$ cat config.mk
export PLATFORM = sky130hd
export DESIGN_NAME = hmr_tmr_recovery_ctrl
export DESIGN_NICKNAME = d
export VERILOG_FILES = /design/src/rtl/hmr_pkg.sv /design/src/rtl/hmr_tmr_recovery_fsm.sv /design/src/rtl/hmr_tmr_recovery_ctrl.sv
export SDC_FILE = /design/constraint.sdc
export NUM_CORES = 1
export LEC_CHECK = 0
export CELL_PAD_IN_SITES_DETAIL_PLACEMENT = 2
export CELL_PAD_IN_SITES_GLOBAL_PLACEMENT = 2
export CORE_UTILIZATION = 26
export DETAILED_ROUTE_END_ITERATION = 6
export GPL_TIMING_DRIVEN = 0
export PLACE_DENSITY = 0.77
export SLEW_MARGIN = 30
export SYNTH_ARGS = -nofsm -noshare
export SYNTH_HDL_FRONTEND = slang
export SYNTH_SLANG_ARGS = --single-unit
$ cat constraint.sdc
create_clock -name clk_i -period 3.3 [get_ports clk_i]
set_input_delay 0.99 -clock clk_i [delete_from_list [all_inputs] [get_ports clk_i]]
set_output_delay 0.99 -clock clk_i [all_outputs]
set_load 0.01 [all_outputs]
$ cat src/rtl/hmr_pkg.sv
// Shared types and helpers for the TMR recovery controller.
package hmr_pkg;

  localparam int CoresPerTMRGroup = 3;

  typedef enum logic [2:0] {
    IDLE    = 3'd0,
    DRAIN   = 3'd1,
    SETBACK = 3'd2,
    RESUME  = 3'd3,
    FAULT   = 3'd4
  } hmr_rec_state_e;

  function automatic logic [1:0] popcnt3(input logic [2:0] v);
    return {1'b0, v[0]} + {1'b0, v[1]} + {1'b0, v[2]};
  endfunction

endpackage

$ cat src/rtl/hmr_tmr_recovery_fsm.sv
// Recovery sequencer for one 3-core TMR group: drain, setback, resume, or sticky fault.
module hmr_tmr_recovery_fsm
  import hmr_pkg::*;
#(
  parameter int SetbackCycles = 8,
  parameter int DrainTimeout  = 256
) (
  input  logic       clk_i,
  input  logic       rst_i,
  input  logic       enable_i,
  input  logic [2:0] error_cba_i,
  input  logic       drained_i,
  input  logic       fatal_clr_i,
  output logic       stall_o,
  output logic [2:0] setback_o,
  output logic       busy_o,
  output logic       recovered_o,
  output logic       fatal_o,
  output logic [2:0] cnt_inc_o
);

  localparam int TimerMax = (DrainTimeout > SetbackCycles) ? DrainTimeout : SetbackCycles;
  localparam int TimerW   = $clog2(TimerMax + 1);

  hmr_rec_state_e    state_reg, state_next;
  logic [2:0]        mask_reg, mask_next, merged;
  logic [TimerW-1:0] timer_reg, timer_next;

  always_comb begin
    state_next = state_reg;
    mask_next  = mask_reg;
    timer_next = timer_reg;
    merged     = mask_reg | error_cba_i;
    case (state_reg)
      IDLE: begin
        if (enable_i && |error_cba_i) begin
          mask_next  = error_cba_i;
          timer_next = '0;
          state_next = (popcnt3(error_cba_i) >= 2'd2) ? FAULT : DRAIN;
        end
      end
      DRAIN: begin
        mask_next  = merged;
        timer_next = timer_reg + 1'b1;
        // A second faulty core leaves no majority, so it beats a same-cycle drain.
        if (popcnt3(merged) >= 2'd2) begin
          state_next = FAULT;
        end else if (drained_i) begin
          state_next = SETBACK;
          timer_next = '0;
        end else if (timer_reg == TimerW'(DrainTimeout - 1)) begin
          state_next = FAULT;
        end
      end
      SETBACK: begin
        if (timer_reg == TimerW'(SetbackCycles - 1)) state_next = RESUME;
        else timer_next = timer_reg + 1'b1;
      end
      RESUME: begin
        state_next = IDLE;
        mask_next  = '0;
      end
      FAULT: begin
        if (fatal_clr_i) begin
          state_next = IDLE;
          mask_next  = '0;
        end
      end
      default: begin
        state_next = IDLE;
        mask_next  = '0;
      end
    endcase
  end

  // Counter increments fire on the transition into SETBACK or FAULT only.
  assign cnt_inc_o = ((state_next == SETBACK || state_next == FAULT) && state_next != state_reg)
                     ? mask_next : 3'b000;

  always_ff @(posedge clk_i or posedge rst_i) begin
    if (rst_i) begin
      state_reg   <= IDLE;
      mask_reg    <= '0;
      timer_reg   <= '0;
      stall_o     <= 1'b0;
      setback_o   <= '0;
      busy_o      <= 1'b0;
      recovered_o <= 1'b0;
      fatal_o     <= 1'b0;
    end else begin
      state_reg   <= state_next;
      mask_reg    <= mask_next;
      timer_reg   <= timer_next;
      stall_o     <= (state_next != IDLE);
      setback_o   <= (state_next == SETBACK) ? mask_next : 3'b000;
      busy_o      <= (state_next != IDLE);
      recovered_o <= (state_next == RESUME);
      fatal_o     <= (state_next == FAULT);
    end
  end

endmodule

$ cat src/rtl/hmr_tmr_recovery_ctrl.sv
// Per-group TMR recovery controller; HMR_TMR_ERR_CNT_EN adds saturating per-core error counters.
module hmr_tmr_recovery_ctrl
  import hmr_pkg::*;
#(
  parameter int NumTMRGroups  = 4,
  parameter int SetbackCycles = 8,
  parameter int DrainTimeout  = 256,
  parameter int CntWidth      = 8
) (
  input  logic                                                   clk_i,
  input  logic                                                   rst_i,
  input  logic [NumTMRGroups-1:0]                                enable_i,
  input  logic [NumTMRGroups-1:0][CoresPerTMRGroup-1:0]          error_cba_i,
  input  logic [NumTMRGroups-1:0]                                drained_i,
  input  logic [NumTMRGroups-1:0]                                fatal_clr_i,
  output logic [NumTMRGroups-1:0]                                stall_o,
  output logic [CoresPerTMRGroup*NumTMRGroups-1:0]               core_setback_o,
  output logic [NumTMRGroups-1:0]                                busy_o,
  output logic [NumTMRGroups-1:0]                                recovered_o,
  output logic [NumTMRGroups-1:0]                                fatal_o,
  output logic [CoresPerTMRGroup*NumTMRGroups-1:0][CntWidth-1:0] err_cnt_o,
  input  logic                                                   cnt_clr_i
);

  localparam int NumCores = CoresPerTMRGroup * NumTMRGroups;

  logic [NumCores-1:0] cnt_inc;

  for (genvar gi = 0; gi < NumTMRGroups; gi++) begin : g_grp
    hmr_tmr_recovery_fsm #(
      .SetbackCycles(SetbackCycles),
      .DrainTimeout (DrainTimeout)
    ) u_fsm (
      .clk_i      (clk_i),
      .rst_i      (rst_i),
      .enable_i   (enable_i[gi]),
      .error_cba_i(error_cba_i[gi]),
      .drained_i  (drained_i[gi]),
      .fatal_clr_i(fatal_clr_i[gi]),
      .stall_o    (stall_o[gi]),
      .setback_o  (core_setback_o[CoresPerTMRGroup*gi +: CoresPerTMRGroup]),
      .busy_o     (busy_o[gi]),
      .recovered_o(recovered_o[gi]),
      .fatal_o    (fatal_o[gi]),
      .cnt_inc_o  (cnt_inc[CoresPerTMRGroup*gi +: CoresPerTMRGroup])
    );
  end

`ifdef HMR_TMR_ERR_CNT_EN
  for (genvar gi = 0; gi < NumCores; gi++) begin : g_cnt
    logic [CntWidth-1:0] cnt_reg;
    // Clear beats a same-cycle increment; counts stick at all-ones.
    always_ff @(posedge clk_i or posedge rst_i) begin
      if (rst_i)                             cnt_reg <= '0;
      else if (cnt_clr_i)                    cnt_reg <= '0;
      else if (cnt_inc[gi] && !(&cnt_reg))   cnt_reg <= cnt_reg + 1'b1;
    end
    assign err_cnt_o[gi] = cnt_reg;
  end
`else
  logic unused_cnt;
  assign unused_cnt = ^{cnt_clr_i, cnt_inc};
  assign err_cnt_o  = '0;
`endif

endmodule

After elaboration in Yosys (flattened, before gate mapping)

Cells that the tools add are included.

Register bits after elaboration: 84
Bits in latches: 0
Bits in writable memories: 0
Bits in read-only memories: 0
Output and inout bits: 124
Logic and storage cells: 192
Memories: 0

$add $sub $neg: 20
Multipliers: 0
Div/mod/pow operators: 0
Magnitude comparators: 8
Equality and inequality tests: 40
Shift operators: 0
Muxes and demuxes: 68
Bitwise logic cells: 4
Reductions and logical operators: 24

Operator list:

| operator                                                 | number |
|---|---|
| two-way mux 9 bit                                        | 16 |
| two-way mux 3 bit                                        | 40 |
| case mux 9 bit (3 select lines)                          | 4 |
| case mux 3 bit (4 select lines)                          | 8 |
| adder 9 x 1 -> 9 bit, second input constant              | 4 |
| equality test 3 x 2 -> 1 bit, second input constant      | 12 |
| equality test 9 x 3 -> 1 bit, second input constant      | 4 |
| equality test 9 x 8 -> 1 bit, second input constant      | 4 |
| equality test 3 bit, second input constant               | 8 |
| nonzero test 3 bit                                       | 8 |
| adder 1 x 1 -> 2 bit                                     | 8 |
| adder 2 x 1 -> 2 bit                                     | 8 |
| greater-or-equal comparator 2 bit, second input constant | 8 |
| equality test 3 x 1 -> 1 bit, second input constant      | 4 |
| zero test 3 bit                                          | 4 |
| OR 3 bit                                                 | 4 |
| AND reduction 3 bit                                      | 4 |
| OR reduction 3 bit                                       | 4 |
| inequality test 2 x 1 -> 1 bit, second input constant    | 4 |
| inequality test 2 bit, second input constant             | 4 |
| logical AND 1 bit                                        | 4 |

Longest topological paths before layout

Depth in word-level cells: 8
Gate-level depth with buffers: 10

Modules after synthesis

A second synthesis with hierarchy kept.

Cells, all modules: 664
Area, all modules: 5914.4 µm²

By module, submodules not included:

| module                                     | times used | cells each | area an instance (µm²) | seq. area each (µm²) |
|---|---|---|---|---|
| hmr_tmr_recovery_fsm at g_grp[0].u_fsm ... | 2          | 140        | 1265.0                 | 525.5 |
| hmr_tmr_recovery_fsm at g_grp[1].u_fsm     | 1          | 142        | 1337.5                 | 525.5 |
| hmr_tmr_recovery_fsm at g_grp[3].u_fsm     | 1          | 145        | 1322.5                 | 525.5 |
| hmr_tmr_recovery_ctrl                      | 1          | 97         | 724.4                  | 0.0 |

Worst setup path after synthesis

OpenSTA, ideal clock, no wires.

Path kind: input-to-reg
Start: input port error_cba_i[9] (netlist bit)
End: register g_grp[3].u_fsm.timer_reg[0]
Library setup time: 0.125 ns
Data arrival time: 2.615 ns
Data required time: 3.175 ns
Setup slack: 0.561 ns
Stages: 8
Buffers on the path: 1
Cell sequence: or2_2 -> ha_1 -> o21a_1 -> o311ai_0 -> a21o_1 -> buf_2 -> nor2_1 -> mux2_2

Longest elaborated chain between the ends: 6
Elaborated cells between the ends (all ways): 10
Those cells by class: add/sub (2); order compare (1); eq/ne (1); mux (2); bitwise (1); reduce/logical (3)

RTL lines:

| item                              | line                        | RTL |
|---|---|---|
| start, declared                   | hmr_tmr_recovery_ctrl.sv:13 | `input logic [NumTMRGroups-1:0][CoresPerTMRGroup-1:0] error_cba_i,` |
| OR 3 bit                          | hmr_tmr_recovery_fsm.sv:33  | `merged = mask_reg \| error_cba_i;` |
| adder 1 x 1 -> 2 bit              | hmr_pkg.sv:15               | `return {1'b0, v[0]} + {1'b0, v[1]} + {1'b0, v[2]};` |
| adder 2 x 1 -> 2 bit              | hmr_pkg.sv:15               |  |
| greater-or-equal comparator 2 bit | hmr_tmr_recovery_fsm.sv:46  | `if (popcnt3(merged) >= 2'd2) begin` |
| two-way mux 9 bit                 | hmr_tmr_recovery_fsm.sv:46  |  |
| case mux 9 bit (3 select lines)   | hmr_tmr_recovery_fsm.sv:34  | `case (state_reg)` |
| end signal, assigned              | hmr_tmr_recovery_fsm.sv:93  | `timer_reg <= timer_next;` |
| end, declared                     | hmr_tmr_recovery_fsm.sv:27  | `logic [TimerW-1:0] timer_reg, timer_next;` |

Parallel ways exist; a longest one is shown, timed or not.
A chain may end at the register's enable or synchronous reset.

Worst setup path in the final report

Start: input port error_cba_i[11] (netlist bit)
End: register g_grp[3].u_fsm.timer_reg[0]

Longest elaborated chain between the ends: 5
Elaborated cells between the ends (all ways): 9
Those cells by class: add/sub (1); order compare (1); eq/ne (1); mux (2); bitwise (1); reduce/logical (3)

RTL lines:

| item                              | line |
|---|---|
| OR 3 bit                          | hmr_tmr_recovery_fsm.sv:33 |
| adder 2 x 1 -> 2 bit              | hmr_pkg.sv:15 |
| greater-or-equal comparator 2 bit | hmr_tmr_recovery_fsm.sv:46 |
| two-way mux 9 bit                 | hmr_tmr_recovery_fsm.sv:46 |
| case mux 9 bit (3 select lines)   | hmr_tmr_recovery_fsm.sv:34 |

Parallel ways exist; a longest one is shown, timed or not.

==> results <==
- The flow ran to the end, and the final reports show no timing, DRC or antenna violations.
- The number of different library cells used by synthesis comes to 71.
- Setup repair after global routing left no endpoint under its margin.
- The non-filler instance count after layout is 1050.
- The iteration count of the initial detailed-routing pass is 4.
- The main flop type after synthesis is sky130_fd_sc_hd__dfrtp_1.
- The clock latency at the later pin of the worst-skew pair is 350 ps.
- STA classifies the critical path startpoint as an input pin.
- In this run the mean area of a mapped cell was 9.15 um2.
- The final route contains 4711 vias.
- The cell count after synthesis is 610.
- The worst slack at placement is -326 ps.
- The initialized floorplan defines 53 standard-cell rows.
- The async set-or-reset flop fraction in the synthesized netlist is 100%.
- The clock network accounts for 29.1% of the total power.
- The capturing point of the worst reg2reg path is g_grp[1].u_fsm.stall_o$_DFF_PP0_.
- In this run the static leakage power is 0.00343 uW.
- The number of synthesized flops with an enable pin is 0.
- The number of buffers on the longest clock path is 2.
- The post-layout worst setup margin is 153 ps.
- The number of clock buffers added by TritonCTS is 9.
- TritonCTS built the clock tree.
- The global routing usage on met1 is 17.4%.
- The routed length per placed instance is 13.7 um.
- Net switching is 34.5% of the power.
- The part of the total power dissipated in sequential elements is 31.6%.
- The largest fanout on the critical path is 10.
- The type of the worst setup path is input pin to register.
- The number of cells after detailed placement is 1034.
- The initial detailed-routing violation count is 125.
- The floorplan step defined a die boundary enclosing 22100 um2.
- At the worst endpoint, the required time is 3530 ps.
- The total negative setup slack is 0 ps.
- The type of element capturing the critical path is a register.
- The critical path goes through clkdlybuf4s50_1, or2_2, ha_1, o21a_1, o311ai_0, a21o_1, clkbuf_4, nor2_1, mux2_2.
- Cells with a size suffix above 1 make up 22.6% of the layout.
- The count of pins over their slew limit is 0.
- Summing every instance area after synthesis gives 5580 um2.
- Total power for the finished layout comes to 4050 uW.
- On the worst path, the slowest cell contributes a delay of 530 ps.
- The hold violation count in the final report came to 0.
- The layout has 2380 filler cells.
- The post-route clock period utilization is 95.4%.
- From left edge to right edge, the die measures 149 um.
- In the final design database the tool counted 813 nets.
- The post-route DRC violation count is 0.
- In this run the vertical extent of the chip is 149 um.
- The synthesis-to-layout area growth is 29.0%.
- Of all cell types, the one taking the most synthesized area is sky130_fd_sc_hd__dfrtp_1.
- The total setup buffers inserted after CTS is 0.
- In this run the biggest area consumer among cell types represents 37.6% of the synthesized area.
- For this design, the slowest cell found on the critical path is sky130_fd_sc_hd__clkdlybuf4s50_1.
- The max-cap check violation count is 0.
- The cell sitting at the root of the clock tree is a sky130_fd_sc_hd__clkbuf_16.
- Measured in cells, the most critical reg-to-reg path has a length of 10.
- For this run the aggregate overflow at the end of global routing stands at 0.
- The worst setup slack for register-to-register paths is 590 ps.
- Setup violations remaining at the end of the flow were counted as 0.
- In the global route stage, overall resource usage came out at 13.9%.
- The tree built by TritonCTS fans out to 84 sinks.
- For this design the total switching power over the nets is 1400 uW.
- The number of buffers added on ports is 53.
- The startpoint identified for the worst register-to-register timing path is g_grp[1].u_fsm.timer_reg[0]$_DFFE_PP0P_.
- The area occupied by multi-input gates is 2810 um2.
- The clock-pin slew on the worst setup and hold paths is 60 ps.
- The via count of the first global-routing pass is 5087.
- The data arrival at the endpoint of the critical path is 3380 ps.
- The maximum vdd ir drop is 0.189 mV.
- Summed over all nets, the half-perimeter wirelength after detailed placement is 11.0 mm.
- The number of vias per cell is 4.49.
- The power per cell area is 562 nW/um2.
- The number of antenna violations at the first check in global routing is 0.
- The path with the worst hold slack has its endpoint at g_grp[1].u_fsm.timer_reg[8]$_DFFE_PP0P_.
- The count of H-tree levels built during CTS is 3.
- The wire length of the first global-routing pass is 24.8 mm.
- For this run, the register share of the synthesized area comes to 37.6%.
- For this design the top-level I/O count stands at 151.
- The most common cell in the synthesized netlist is sky130_fd_sc_hd__buf_4.
- For this run, the number of Yosys warnings is 0.
- Hold is met by 487 ps.
- The worst relative slew slack is 55.7%.
- Global routing used 2.15% of the available met3 tracks.
- Based on the critical path, the design can be clocked at up to 0.318 GHz.
- The met2 routing resource usage after global routing is 23.7%.
- The initial core utilization is 26.6%.
- The startpoint identified for the worst hold timing path is g_grp[1].u_fsm.timer_reg[8]$_DFFE_PP0P_.
- The number of cells on the worst hold path is 2.
- The final weighted congestion of routability-driven global placement is 0.774.
- Sorting the synthesized cells by area gives the leading types as sky130_fd_sc_hd__dfrtp_1 38%, sky130_fd_sc_hd__buf_4 15%, sky130_fd_sc_hd__ha_1 3.6%.
- The maximum number of pins on one net before global-route repair is 59.
- The routed wire length is 14.4 mm.
- The remaining number of nets flagged by the antenna check after routing is 0.
- Combinational logic burns 39.3% of the power.
- The area of all sequential standard cells is 2100 um2.
- The internal portion of the total power is 2660 uW.
- The register with the most flip-flops in the layout has 36 of them.
- Synthesis inferred 84 register bits.
- The time the worst path needs with I/O delays and setup is 3150 ps.
- The min-delay analysis places its worst path in the category register to register.
- The slew at the pin closest to its max-slew limit is 663 ps.
- 0 antenna diodes ended up in the layout.
- After global routing, the most crowded layer is met2.
- The maximum clock skew at final layout is 10.3 ps.
- The floorplan step defined a core boundary enclosing 21000 um2.
- In the synthesized netlist, the cells that appear most often are 113 x sky130_fd_sc_hd__buf_4, 84 x sky130_fd_sc_hd__dfrtp_1, 37 x sky130_fd_sc_hd__o21ai_0, 36 x sky130_fd_sc_hd__nand2_1, 32 x sky130_fd_sc_hd__nor2_1.
worst max-delay path by stage:
stage                     from  slack, ps  depth (start not counted)                                       to
6_report       error_cba_i[11]        150                          9  g_grp[3].u_fsm.timer_reg[0]$_DFFE_PP0P_
2_1_floorplan            rst_i        140                          1         g_grp[0].u_fsm.fatal_o$_DFF_PP0_
5_1_grt        error_cba_i[11]          4                          9  g_grp[3].u_fsm.timer_reg[0]$_DFFE_PP0P_
3_5_place_dp    error_cba_i[6]       -330                          8  g_grp[2].u_fsm.timer_reg[5]$_DFFE_PP0P_
3_3_place_gp             rst_i      -1460                          2         g_grp[3].u_fsm.stall_o$_DFF_PP0_
4_1_cts         error_cba_i[9]         40                          9  g_grp[3].u_fsm.timer_reg[0]$_DFFE_PP0P_
per-stage QoR:
stage / area, um2 / utilization, %
3_5_place_dp: 6850 / 32.6
5_1_grt: 7210 / 34.3
6_report: 7210 / 34.3
4_1_cts: 7190 / 34.2
3_3_place_gp: 6820 / 32.4
2_1_floorplan: 5940 / -
layer usage:
| layer | share of wire (%) | vias up |
|---|---|---|
| met5 | 0 | - |
| met3 | 3.3 | 15 |
| met1 | 46 | 2315 |
| met2 | 49 | 95 |
| met4 | 2.1 | 0 |
| li1 | - | 2286 |
cell type report:
| cell class | instances | share of cell area, % |
|---|---|---|
| clock buffers | 10 | 3.18 |
| flip-flops and latches | 84 | 29.2 |
| plain buffers | 132 | 13.4 |
| repair buffers | 54 | 7.78 |
| multi-input cells | 468 | 39.0 |
| clock inverters | 6 | 1.55 |
| inverters | 21 | 1.16 |
| well taps | 275 | 4.78 |
power groups by stage:
stage	registers, uW	clock network [uW]	logic (uW)
after floorplan	1280	0	1110
after global placement	1290	0	1550
after detailed placement	1300	0	1590
after CTS	1280	1220	1600
after global routing	1300	1250	1770
final	1280	1180	1590
critical path: cells and delay by family:
| family | cells | cell delay (ps) |
|---|---|---|
| AND/OR/NAND/NOR | 2 | 460 |
| adder cells (fa/ha/maj) | 1 | 280 |
| multiplexers | 1 | 270 |
| AO/OA/AOI/OAI | 3 | 640 |
| buffers and inverters | 2 | 730 |
cell usage in the layout, fill, tap and decap left out, types with 17 or more instances in the layout:
cell,count
sky130_fd_sc_hd__buf_4,113
sky130_fd_sc_hd__conb_1,96
sky130_fd_sc_hd__dfrtp_1,84
sky130_fd_sc_hd__clkdlybuf4s50_1,52
sky130_fd_sc_hd__o21ai_0,37
sky130_fd_sc_hd__nand2_1,36
sky130_fd_sc_hd__nor2_1,32
sky130_fd_sc_hd__nor3_1,23
sky130_fd_sc_hd__nor2b_1,23
sky130_fd_sc_hd__inv_1,20
sky130_fd_sc_hd__nand3_1,18
sky130_fd_sc_hd__a21oi_1,17
logic make-up after synthesis:
| family | count (synthesis) | share of synthesized area [%] |
|---|---|---|
| AND/OR/NAND/NOR | 216 | 22.3 |
| buffers and inverters | 153 | 18.6 |
| AO/OA/AOI/OAI | 135 | 16.9 |
| flip-flops | 84 | 37.6 |
| adder cells (fa/ha/maj) | 16 | 3.58 |
| XOR/XNOR | 3 | 0.471 |
| multiplexers | 2 | 0.381 |
| other | 1 | 0.0672 |
what timing repair did:
item	4_1_cts	5_1_grt
setup endpoints to repair	0	14
resized for setup	0	6
hold buffers	0	0
Power figures use the tool's default switching activity.
==> edit 1 (config.mk and constraints unchanged) <==
Re-encode `hmr_rec_state_e` (5 states) as one-hot, 5 bits wide.
--- a/src/rtl/hmr_pkg.sv
+++ b/src/rtl/hmr_pkg.sv
@@ -4,10 +4,10 @@
   localparam int CoresPerTMRGroup = 3;
 
-  typedef enum logic [2:0] {
-    IDLE    = 3'd0,
-    DRAIN   = 3'd1,
-    SETBACK = 3'd2,
-    RESUME  = 3'd3,
-    FAULT   = 3'd4
+  typedef enum logic [4:0] {
+    IDLE    = 5'b00001,
+    DRAIN   = 5'b00010,
+    SETBACK = 5'b00100,
+    RESUME  = 5'b01000,
+    FAULT   = 5'b10000
   } hmr_rec_state_e;
 
Behaviour: no difference found for any inputs over 4 cycles, from zero or initial values and one cycle with rst_i high; so few cycles prove little.
==> edit 1 against the unedited design <==
Fmax grew 0.57%; wire length grew 7.5%; non-clock buffer count shrank 4; worst setup slack gained 18 ps; clock skew shrank 1.9 ps; critical path depth is the same; via count grew 3.1%; synthesized cell count grew 1.5%; design area grew 3.2%; sequential cell count grew 8; combinational power grew 7%; power grew 4.0%; synthesized area grew 3.5%; critical path type unchanged; critical endpoint is now g_grp[2].u_fsm.timer_reg[2]; largest power group unchanged; highest routed layer unchanged.
==> edit 1: results <==
[global_routing]
gr-usage-met1_pct = 17.9
grt_pass1_wl_mm = 26.0
grt_pass1_vias = 5145
met3_usage_pct = 3.37

[power_and_ir_drop]
comb_power_share_pct = 40.3

[layout]
final.clkbuf_count = 14
nFillCells = 2479
nets = 825
sh_seq_area_pct = 31.0

[drt]
routed_wirelength_mm = 15.5
met1Wirelength_mm = 7.09
avgViaCountPerCell = 4.56

[synth]
ys_types = 69
muxShareOfSynthArea_pct = 0.693
synthAdderAreaFrac_pct = 3.46
synth_compound_area_share_pct = 14.6
synth-xor-area-share_pct = 2.27
synth.area.top_cells = "dfrtp_1 (38%), buf_4 (15%), ha_1 (3.5%)"

[worst_setup_path]
critPathCapture = "g_grp[2].u_fsm.timer_reg[2]"
startpoint = "error_cba_i[6]"
cp_slowest_cell = "or4b_4"
reg2reg_to = "g_grp[3].u_fsm.setback_o[1]"

[cts]
cts_resized = 2

[timing]
skew_ps = 8.38

[run_status]
status = "finished, final reports clean"
edit 1: cell types whose count changed in the layout (fill, tap and decap cells not counted), sizes merged, moves of 8 or more:
cell / unedited run / this run
nor4: 7 / 15
o21ai: 41 / 27
nor3: 23 / 8
inv: 22 / 32
nor2: 32 / 42
xnor2: 2 / 11
or3: 10 / 2
and4: 0 / 11
edit 1: how the worst min path moves through the flow:
stage,to,slack (ps),cells after the start
finish,g_grp[0].u_fsm.timer_reg[7],510,1
global route,g_grp[0].u_fsm.timer_reg[7],540,1
CTS,g_grp[1].u_fsm.timer_reg[0],520,1
detailed placement,g_grp[1].u_fsm.timer_reg[0],500,1
global placement,g_grp[0].u_fsm.mask_reg[0],490,2
floorplan,g_grp[0].u_fsm.timer_reg[7],460,1
edit 1: cell families after synthesis:
logic type               Yosys count
buffers and inverters            158
flip-flops                        92
AO/OA/AOI/OAI                    124
multiplexers                       4
adder cells (fa/ha/maj)           16
XOR/XNOR                          15
AND/OR/NAND/NOR                  209
other                              1
==> edit 2 (same settings) <==
Without the edit above. Build with the macro `HMR_TMR_ERR_CNT_EN` defined.
--- a/src/rtl/hmr_tmr_recovery_ctrl.sv
+++ b/src/rtl/hmr_tmr_recovery_ctrl.sv
@@ -1,3 +1,5 @@
 // Per-group TMR recovery controller; HMR_TMR_ERR_CNT_EN adds saturating per-core error counters.
+`define HMR_TMR_ERR_CNT_EN
+
 module hmr_tmr_recovery_ctrl
   import hmr_pkg::*;
Check against the original RTL: not equivalent (Yosys sat finds a counterexample within 4 cycles, from zero or initial values and one cycle with rst_i high).
==> edit 2 against the unedited design <==
Worst setup slack lost 57 ps; die area grew 84%; wire length rose to 2.5 times the old value; design area increased by 88%; sequential cell count rose by 96; power rose by 92%; via count rose by 100%; synthesized area is 86% higher.
==> edit 2: results <==
[run_status]
status = "finished, final reports clean"

[layout]
n_antenna_cell = 0
nets = 1352
largest_reg_flops = 96
drive_gt1_share_pct = 13.1

[worst_hold_path]
hold_end = "g_grp[1].u_fsm.timer_reg[1]"
hold_depth = 2
hp-class = "reg -> reg"
hp-start = "g_grp[1].u_fsm.timer_reg[1]"

[cts]
numCtsBuffers = 17
clkLatencyLatePin_ps = 450
path_clk_slew_ps = 70
clock-root-buffer = "clkbuf_16"
h-tree-depth = 4
clock_path_buffers = 2

[placed_design]
port_buffers = 150
place_ws_ps = -959
dp_hpwl_mm = 26.8
routabilityCongestion = 0.791
post-place-cells = 1791

[timing]
whs_ps = 523
skew_ps = 11.6
finalSetupViolations = 0
tightestPinTransition_ps = 861
finalCritPeriodShare_pct = 97.1
setup_tns_ps = 0

[worst_setup_path]
regToRegSetupSlack_ps = 220
cp_slowest_cell = "clkdlybuf4s50_1"
reg2reg_to = "g_cnt[2].cnt_reg[0]"
slowest_delay_ps = 510
rr_startpoint = "g_grp[0].u_fsm.timer_reg[0]"
cp_top_family = "simple AND/OR/NAND/NOR gates"
arrival_ps = 3530
reg2reg_depth = 12
cp_max_fo = 10

[power_and_ir_drop]
leakagePower_nw = 5.47
ir_drop_v = 0.000342

[synth]
seq_area_frac_synth_pct = 43.5
synthTopCellsByCount = "dfrtp_1 (180), nor2_1 (82), nand2_1 (79)"
yosys_warnings = 0
syn_nets = 1170
async_flop_share_pct = 100
avgSynthCellArea_um2 = 9.29
synth.area.top_cells = "dfrtp_1 (43%), a21oi_1 (3.4%), ha_1 (3.4%)"
ys_types = 69

[global_routing]
antenna_found_initial = 0
grt_pass1_vias = 10612
grt_pass1_wl_mm = 59.7
grt_util_all_layers_pct = 18.4
grt_max_degree = 27

[drt]
first_pass_iters = 6
drt_iter0_markers = 365
routed_wirelength_mm = 36.4
avgViaCountPerCell = 5.24
vias = 9584
==> edit 2: cell types whose count changed after synthesis, moves of 30 or more <==
cell	unedited run	this run
a21oi_1	18	70
buf_4	113	19
dfrtp_1	84	180
nand2_1	36	79
nand3_1	18	48
nor2_1	32	82
o31ai_1	13	46
or4_1	4	40
==> edit 2: logic make-up (layout without fill, tap and decap cells) <==
logic type / count (synthesis) / after routing / synth area share (%)
DFF: 180 / 180 / 43.5
and+or+nand+nor: 503 / 503 / 27.7
adders and majority gates: 28 / 28 / 3.38
xor gates and xnor gates: 13 / 13 / 1.10
buffers and inverters: 109 / 304 / 5.06
AOI/OAI and AO/OA: 243 / 243 / 15.2
muxes: 39 / 39 / 4.12
==> edit 2: worst max path at each step <==
stage / from / end / cells after the start
after floorplan: rst_i / g_cnt[0].cnt_reg[0] / 1
after global placement: rst_i / g_grp[0].u_fsm.state_reg[1] / 2
after detailed placement: error_cba_i[0] / g_cnt[1].cnt_reg[5] / 9
after CTS: error_cba_i[3] / g_cnt[4].cnt_reg[7] / 10
after global routing: error_cba_i[6] / g_cnt[7].cnt_reg[6] / 9
final: error_cba_i[6] / g_cnt[7].cnt_reg[6] / 9
==> edit 2: final cells by class <==
type / instances / area, um^2
Clock inverter: 15 / 160
Inverter: 48 / 184
Timing Repair Buffer: 163 / 1720
Clock buffer: 17 / 425
Tap cell: 518 / 648
Buffer: 61 / 375
Fill cell: 4244 / 25500
Sequential cell: 180 / 4500
Multi-Input combinational cell: 826 / 5510
==> edit 2: report_power, final <==
part           switching (mW)  leakage, nW  total, mW  internal (mW)
Combinational            1.79         2.73       2.95           1.15
Clock                   0.972        0.271       2.09           1.12
Sequential              0.275         2.47       2.74           2.46
==> edit 2: per-stage QoR <==
step           cell area [um^2]  power (mW)
2_1_floorplan             10400        4.45
3_3_place_gp              12500        5.44
3_5_place_dp              12700        5.57
4_1_cts                   13500        7.86
5_1_grt                   13500        8.30
6_report                  13500        7.78
==> edit 2: repair_timing <==
item | 4_1_cts | 5_1_grt
resized for setup | 39 | 21
setup buffers | 5 | 0
pin swaps | 6 | 1
endpoints found under the setup margin | 82 | 43
==> edit 2: metal layers <==
| metal | global-route usage (%) | up-vias | part of all wire (%) |
|---|---|---|---|
| met3 | 3.39 | 19 | 2.6 |
| met5 | 0 | - | 0 |
| met2 | 31.4 | 110 | 49 |
| met1 | 23.9 | 4941 | 47 |
| met4 | 4.33 | 0 | 1.2 |
| li1 | - | 4514 | - |
==> edit 2: worst reg2reg max path: stages (launching register included) <==
cell and delay, ps:
dfrtp_1 420, ha_1 290, and3_1 230, and3_1 200, and3_1 210, ha_1 200
nor3_1 280, a211oi_2 120, buf_4 170, o21ai_0 180, buf_2 270, nor2_1 110
mux2_2 280
